--- config.mk ---
export PLATFORM = sky130hd
export DESIGN_NAME = aes_byte_stream
export DESIGN_NICKNAME = d
export VERILOG_FILES = /design/src/rtl/aes_stream_pkg.sv /design/src/rtl/aes_shift_reg128.sv /design/src/rtl/aes_byte_stream.sv
export SDC_FILE = /design/constraint.sdc
export NUM_CORES = 1
export LEC_CHECK = 0
export BUFFER_PORTS_ARGS = -buffer_cell sky130_fd_sc_hd__clkbuf_2
export CAP_MARGIN = 30
export CORE_MARGIN = 1
export CORE_UTILIZATION = 47
export DETAILED_ROUTE_END_ITERATION = 16
export PLACE_DENSITY = 0.8
export SYNTH_ARGS = -nofsm -noshare
export SYNTH_HDL_FRONTEND = slang
export SYNTH_SLANG_ARGS = --single-unit
--- constraint.sdc ---
create_clock -name clk -period 1.6 [get_ports clk]
set_input_delay 0.24 -clock clk [delete_from_list [all_inputs] [get_ports clk]]
set_output_delay 0.24 -clock clk [all_outputs]
set_load 0.02 [all_outputs]
--- src/rtl/aes_stream_pkg.sv ---
// aes_stream_pkg: shared state encoding and block geometry for the AES byte stream wrapper
package aes_stream_pkg;
  localparam int BLOCK_BYTES = 16;
  localparam int BYTE_CNT_W = 4;
  typedef enum logic [2:0] {LOAD_KEY, LOAD_PT, START, WAIT, SEND} state_t;
endpackage

--- src/rtl/aes_shift_reg128.sv ---
// aes_shift_reg128: 128-bit MSB-first byte shift register with parallel load
module aes_shift_reg128 (
  input  logic         clk,
  input  logic         rst,
  input  logic         load,
  input  logic         shift,
  input  logic [7:0]   din,
  input  logic [127:0] load_data,
  output logic [127:0] q
);
  // load wins over shift; shifting moves bytes toward [127:120] so the first byte ends up on top
  always_ff @(posedge clk)
    if (rst) q <= '0;
    else if (load) q <= load_data;
    else if (shift) q <= {q[119:0], din};
endmodule

--- src/rtl/aes_byte_stream.sv ---
// aes_byte_stream: byte-serial key/plaintext loader and ciphertext unloader around an AES core
module aes_byte_stream import aes_stream_pkg::*; #(
  parameter int CORE_LATENCY = 2
) (
  input  logic         clk,
  input  logic         rst,
  input  logic         in_valid,
  input  logic [7:0]   in_data,
  output logic         in_ready,
  output logic         out_valid,
  output logic [7:0]   out_data,
  output logic         out_last,
  input  logic         out_ready,
  output logic         core_en,
  output logic [127:0] core_plaintext,
  output logic [127:0] core_key,
  input  logic [127:0] core_ciphertext,
  output logic         busy
);
  state_t state;
  logic [BYTE_CNT_W-1:0] cnt, wcnt;
  logic in_acc, out_acc, cap, last_byte, unused_ct;
  logic [127:0] ct_q;
  assign in_ready = state == LOAD_KEY || state == LOAD_PT;
  assign out_valid = state == SEND;
  assign core_en = state == START;
  assign in_acc = in_valid && in_ready;
  assign out_acc = out_valid && out_ready;
  assign last_byte = cnt == BYTE_CNT_W'(BLOCK_BYTES - 1);
  assign cap = state == WAIT && wcnt == BYTE_CNT_W'(CORE_LATENCY - 1);
  assign out_data = ct_q[127:120];
  assign out_last = out_valid && last_byte;
  assign busy = !(state == LOAD_KEY && cnt == '0);
  assign unused_ct = ^ct_q[119:0];
  // block sequencer: byte counter shared by load and send phases, wait counter times the core
  always_ff @(posedge clk)
    if (rst) begin
      state <= LOAD_KEY;
      cnt <= '0;
      wcnt <= '0;
    end else
      case (state)
        LOAD_KEY: if (in_acc) begin
          cnt <= cnt + 1'b1;
          if (last_byte) state <= LOAD_PT;
        end
        LOAD_PT: if (in_acc) begin
          cnt <= cnt + 1'b1;
          if (last_byte) state <= START;
        end
        START: begin
          wcnt <= '0;
          state <= WAIT;
        end
        WAIT: if (cap) state <= SEND;
              else wcnt <= wcnt + 1'b1;
        SEND: if (out_acc) begin
          cnt <= cnt + 1'b1;
          if (last_byte) state <= LOAD_KEY;
        end
        default: state <= LOAD_KEY;
      endcase
  aes_shift_reg128 u_key (
    .clk(clk), .rst(rst), .load(1'b0), .shift(in_acc && state == LOAD_KEY),
    .din(in_data), .load_data('0), .q(core_key)
  );
  aes_shift_reg128 u_pt (
    .clk(clk), .rst(rst), .load(1'b0), .shift(in_acc && state == LOAD_PT),
    .din(in_data), .load_data('0), .q(core_plaintext)
  );
  aes_shift_reg128 u_ct (
    .clk(clk), .rst(rst), .load(cap), .shift(out_acc),
    .din(8'h00), .load_data(core_ciphertext), .q(ct_q)
  );
endmodule

Word-level counts from Yosys, hierarchy flattened
Index checks and enable logic that the tools add are counted.
{"block": "totals", "ff_bits": 395, "inputBits": 140, "output_inout_bits": 269, "wordCells": 56}
{"block": "classes", "n_addsub": 2, "n_eq_ne": 15, "mux": 15, "n_reduce_logical": 18}
{"operator": "2-to-1 mux 128 bit", "count": 2}
{"operator": "2-to-1 mux 3 bit", "count": 7}
{"operator": "one-hot mux 4 bit (2 select lines)", "count": 2}
{"operator": "one-hot mux 3 bit (5 select lines)", "count": 1}
{"operator": "2-to-1 mux 4 bit", "count": 3}
{"operator": "inequality test 2 bit, second input constant", "count": 6}
{"operator": "adder 4 x 1 -> 4 bit, second input constant", "count": 2}
{"operator": "logical AND 1 bit", "count": 7}
{"operator": "AND reduction 7 bit", "count": 1}
{"operator": "== test 3 x 2 -> 1 bit, second input constant", "count": 2}
{"operator": "inequality test 2 x 1 -> 1 bit, second input constant", "count": 3}
{"operator": "nonzero test 2 bit", "count": 3}
{"operator": "== test 4 x 1 -> 1 bit, second input constant", "count": 1}
{"operator": "== test 4 bit, second input constant", "count": 1}
{"operator": "logical NOT 4 bit", "count": 1}
{"operator": "== test 3 x 1 -> 1 bit, second input constant", "count": 1}
{"operator": "== test 3 bit, second input constant", "count": 1}
{"operator": "logical NOT 3 bit", "count": 1}
{"operator": "AND reduction 3 bit", "count": 1}
{"operator": "AND reduction 2 bit", "count": 1}
{"operator": "OR reduction 2 bit", "count": 1}
{"operator": "logical NOT 1 bit", "count": 1}
{"operator": "logical OR 1 bit", "count": 1}

Depth between registers and ports, before layout
{"block": "depth", "word_depth": 5, "depth_mapped": 8, "depth_no_buf": 5}

Modules after synthesis
From an unflattened synthesis, not the netlist that was laid out.
{"block": "unflattened", "hier_cells": 1792, "area_unflattened_um2": 20703.6}
{"module": "aes_shift_reg128", "instances": 3, "cells_each": 569, "area_per_inst_um2": 6658.9, "seq_area_each_um2": 2562.5}
{"module": "aes_byte_stream", "instances": 1, "cells_each": 85, "area_per_inst_um2": 726.9, "seq_area_each_um2": 220.2}

Worst setup path before layout
OpenSTA, ideal clock, no wires.
{"block": "synth_timing", "path_type": "flip-flop to output port", "start": "register state[0]", "end": "output port out_last", "arrival_time_ns": 1.559, "required_ns": 1.360, "setup_slack_ns": -0.199, "stages_incl_launch_ff": 4, "n_path_buf": 1, "cell_sequence": "dfxtp_1 clkbuf_1 nor3b_1 and4_1"}
{"block": "synth_via", "elab_chain_len": 2}
{"item": "from (decl)", "line": "aes_byte_stream.sv:20", "rtl": "state_t state;"}
{"item": "from (signal assigned)", "line": "aes_byte_stream.sv:38", "rtl": "state <= LOAD_KEY;"}
{"item": "from (signal assigned)", "line": "aes_byte_stream.sv:45", "rtl": "if (last_byte) state <= LOAD_PT;"}
{"item": "from (signal assigned)", "line": "aes_byte_stream.sv:49", "rtl": "if (last_byte) state <= START;"}
{"item": "== test 3 bit", "line": "aes_byte_stream.sv:25", "rtl": "assign out_valid = state == SEND;"}
{"item": "via out_valid", "line": "aes_byte_stream.sv:10", "rtl": "output logic out_valid,"}
{"item": "logical AND 1 bit", "line": "aes_byte_stream.sv:32", "rtl": "assign out_last = out_valid && last_byte;"}
{"item": "to (decl)", "line": "aes_byte_stream.sv:12", "rtl": "output logic out_last,"}
The timed path passes the listed nets, and every way through them passes these cells.

Worst setup path in the final report
{"block": "layout_timing", "start": "register state[1]", "end": "register u_key.q[5]"}
{"block": "layout_via", "elab_chain_len": 4, "word_cells_on_any_way": 5, "classes_between": "1 x eq/ne; 4 x reduce/logical"}
{"item": "== test 3 x 1 -> 1 bit / logical NOT 3 bit (equally long branches)", "line": "aes_byte_stream.sv:24, aes_byte_stream.sv:64"}
{"item": "logical OR 1 bit", "line": "aes_byte_stream.sv:24", "rtl": "assign in_ready = state == LOAD_KEY || state == LOAD_PT;"}
{"item": "logical AND 1 bit", "line": "aes_byte_stream.sv:27", "rtl": "assign in_acc = in_valid && in_ready;"}
{"item": "logical AND 1 bit (*)", "line": "aes_byte_stream.sv:64", "rtl": ".clk(clk), .rst(rst), .load(1'b0), .shift(in_acc && state == LOAD_KEY),"}
{"item": "to (signal assigned)", "line": "aes_shift_reg128.sv:14", "rtl": "else if (load) q <= load_data;"}
{"item": "to (signal assigned)", "line": "aes_shift_reg128.sv:15", "rtl": "else if (shift) q <= {q[119:0], din};"}
{"item": "to (decl)", "line": "aes_shift_reg128.sv:9", "rtl": "output logic [127:0] q"}
Mark *: on every way between the ends. The rest lies on a longest branch, timed or not.
A chain may end at the register's enable or synchronous reset.

==> impl_metrics.yaml <==
outcome:
  status: "complete, but fails checks"
  violations: "negative setup slack"
grt:
  grtUsageTotal_pct: 26.4
  grt_max_degree: 65
  grt_first_pass_wirelength_um: 70900
  grt-ovfl-total: 0
  grt_pass1_vias: 13782
  antenna_found_initial: 1
synth:
  yosys.area.top_type: "dfxtp_1"
  synth_seq_area_share_pct: 52.1
  ys_ff_latch: 395
  synth_common_cells: "nand2_1, dfxtp_1, a21oi_1, a211oi_1"
  synth_warnings: 0
  synth_fp_nets: 1931
  syn_avg_cell_area_um2: 8.49
  synthArstFlopShare_pct: 0
  synth.distinct_cells: 37
  synth_most_common_cell: "nand2_1"
  netlist_top_cells_area: "dfxtp_1, nand2_1, a21oi_1"
  synth_top_area_share_pct: 52.1
  synth_flop_cell: "dfxtp_1"
  synth_edf_count: 0
  mappedNetlistArea_um2: 15200
  syn_inst: 1787
timing:
  period_share_pct: 118
  setup_violations: 262
  skew_ps: 33.3
  drv_slew: 0
  slew_headroom_pct: 68.5
  fmax_mhz: 528
  fin_crit_ps: 1890
  worst_pin_slew_ps: 466
  finalHoldViolCount: 0
  setup_ws_ps: -294
  rsz0062_at_grt: "true"
floorplanning:
  die_h_um: 182
  initial_core_util_pct: 48.0
  io_pins: 409
  fp.coreArea_um2: 31600
  fp-row-count: 65
  die_w_um: 182
  die-area_um2: 33000
cts:
  clk_pin_slew_worst_paths_ps: 70
  cts_buffers: 40
  h-tree-depth: 2
  cts_tree: "yes"
  cts_max_path_buffers: 3
  cts_sinks: 395
  root_buffer: "clkbuf_16"
  clock_latency_ps: 550
route:
  drcViolationCount: 0
  ant_nets: 0
  vias_per_cell: 6.08
  via_count: 16226
  totalWireLength_um: 62500
  drt-wirelength-per-cell_um: 23.4
  firstDrtPassIters: 6
  drtIter0Drc: 1372
placement:
  placement.io_buffers: 408
  placed_area_um2: 17900
  gp_congestion: 0.873
  dp_cells: 2496
  hpwl_um: 30400
final_layout:
  final_nets: 2384
  multi_input_area_um2: 8390
  final_area_um2: 23000
  seqCellArea_um2: 7920
  fillers: 1924
  area_growth_pct: 51.4
  final_cells: 2670
  fin_util_pct: 72.6
  drive_gt1_share_pct: 42.9
pwr:
  power.density_nw_per_um2: 891
  ir_drop_mv: 1.08
  leakagePower_nw: 10.2
  power_mw: 20.5
worst_setup_path:
  cp.required_ps: 2060
  cp.arrival_ps: 2350
  critPathCaptureType: "register"
  path_class: "reg2reg"
  startpoint_type: "register"
  path_max_fanout: 10
min_path:
  min_path_type: "in2reg"
flow_run:
  drv_cap: 0
==> power breakdown <==
part	total (mW)	leakage, nW	switching (mW)	internal (mW)
sequential	9.90	3.19	0.0435	9.85
clock	9.34	0.618	4.04	5.29
combinational	1.24	6.38	0.718	0.525
total	20.5	10.2	4.80	15.7
==> per-layer routing <==
layer | wire, um | GRT usage (%) | vias up
met4 | 4870 | 12.7 | 0
met3 | 6720 | 7.42 | 394
li1 | - | - | 7045
met5 | 0 | 0 | -
met2 | 29300 | 43.6 | 1192
met1 | 21600 | 31.5 | 7595
==> cell usage in the layout (no fill, tap or decap), types with 4 or more instances in the layout <==
cell	instances
inv_1	4
clkbuf_1	11
clkbuf_2	402
clkbuf_8	11
a211oi_2	32
mux2i_2	10
nand2_1	362
nor3_2	14
a211oi_1	89
buf_8	10
buf_12	40
mux2i_1	110
buf_16	6
dlygate4sd3_1	16
nor3_1	106
buf_6	23
nor2b_1	5
clkbuf_16	81
dfxtp_1	390
nand2_4	125
nand2_2	28
buf_4	41
o211ai_1	8
a21oi_2	118
a21oi_1	153
nand3_1	13
==> final timing paths <==
check,cells past startpoint,end,slack (ps),start
max,8,u_key.q[5]$_SDFFE_PP0P_,-290,state[1]$_SDFFE_PP0P_
min,3,u_ct.q[44]$_SDFFE_PP0P_,60,core_ciphertext[44]
max reg2reg,8,u_key.q[5]$_SDFFE_PP0P_,-290,state[1]$_SDFFE_PP0P_
min reg2reg,2,u_pt.q[125]$_SDFFE_PP0P_,450,u_pt.q[125]$_SDFFE_PP0P_
==> metrics by stage <==
stage	TNS, ps	setup slack [ps]	hold slack, ps
final	-31050	-294	64.5
after floorplan	-6430	-71.7	376
after CTS	-1020	-246	51.8
after detailed placement	-1100	-61.8	450
after global placement	-332	-39.0	442
after global routing	-42550	-343	80.4
==> repair_timing <==
action | CTS | global route
pin swaps | 15 | 288
hold buffers | 16 | 0
gates resized for setup | 47 | 511
endpoints found under the setup margin | 160 | 226
cloned | 2 | 57
hold endpoints to repair | 24 | 0
buffers inserted | 5 | 24
==> critical path, cell delays in order, from the launching register on <==
cell	delay (ps)
dfxtp_2	330
buf_6	130
buf_6	110
nor4b_4	300
buf_4	180
buf_12	150
clkbuf_16	180
nand2_1	200
a21oi_2	220
==> logic make-up (layout without fill, tap and decap cells) <==
family	Yosys count	count (layout)	share of synthesized area, %
buf+inv	174	653	4.93
simple gates	680	681	18.8
other cells	0	1	0
compound gates	411	411	15.7
xor+xnor	1	1	0.0577
fa+ha+maj	4	4	0.330
mux	122	122	8.06
flops	395	395	52.1
==> layout make-up <==
cell class	instances	area share [%]
timing repair buffer	580	21.3
clock buffer	61	5.18
sequential	395	34.5
inverter	4	0.0653
antenna	1	0.0109
clock inverter	8	0.338
tap	402	2.19
multi-input combinational	1219	36.5
==> state kept, by name, indices dropped and copies added (netlist names) <==
| name | count |
|---|---|
| state | 3 |
| cnt | 4 |
| u_pt.q | 128 |
| u_key.q | 128 |
| u_ct.q | 128 |
| wcnt | 4 |
(Power assumes the default switching activity.)
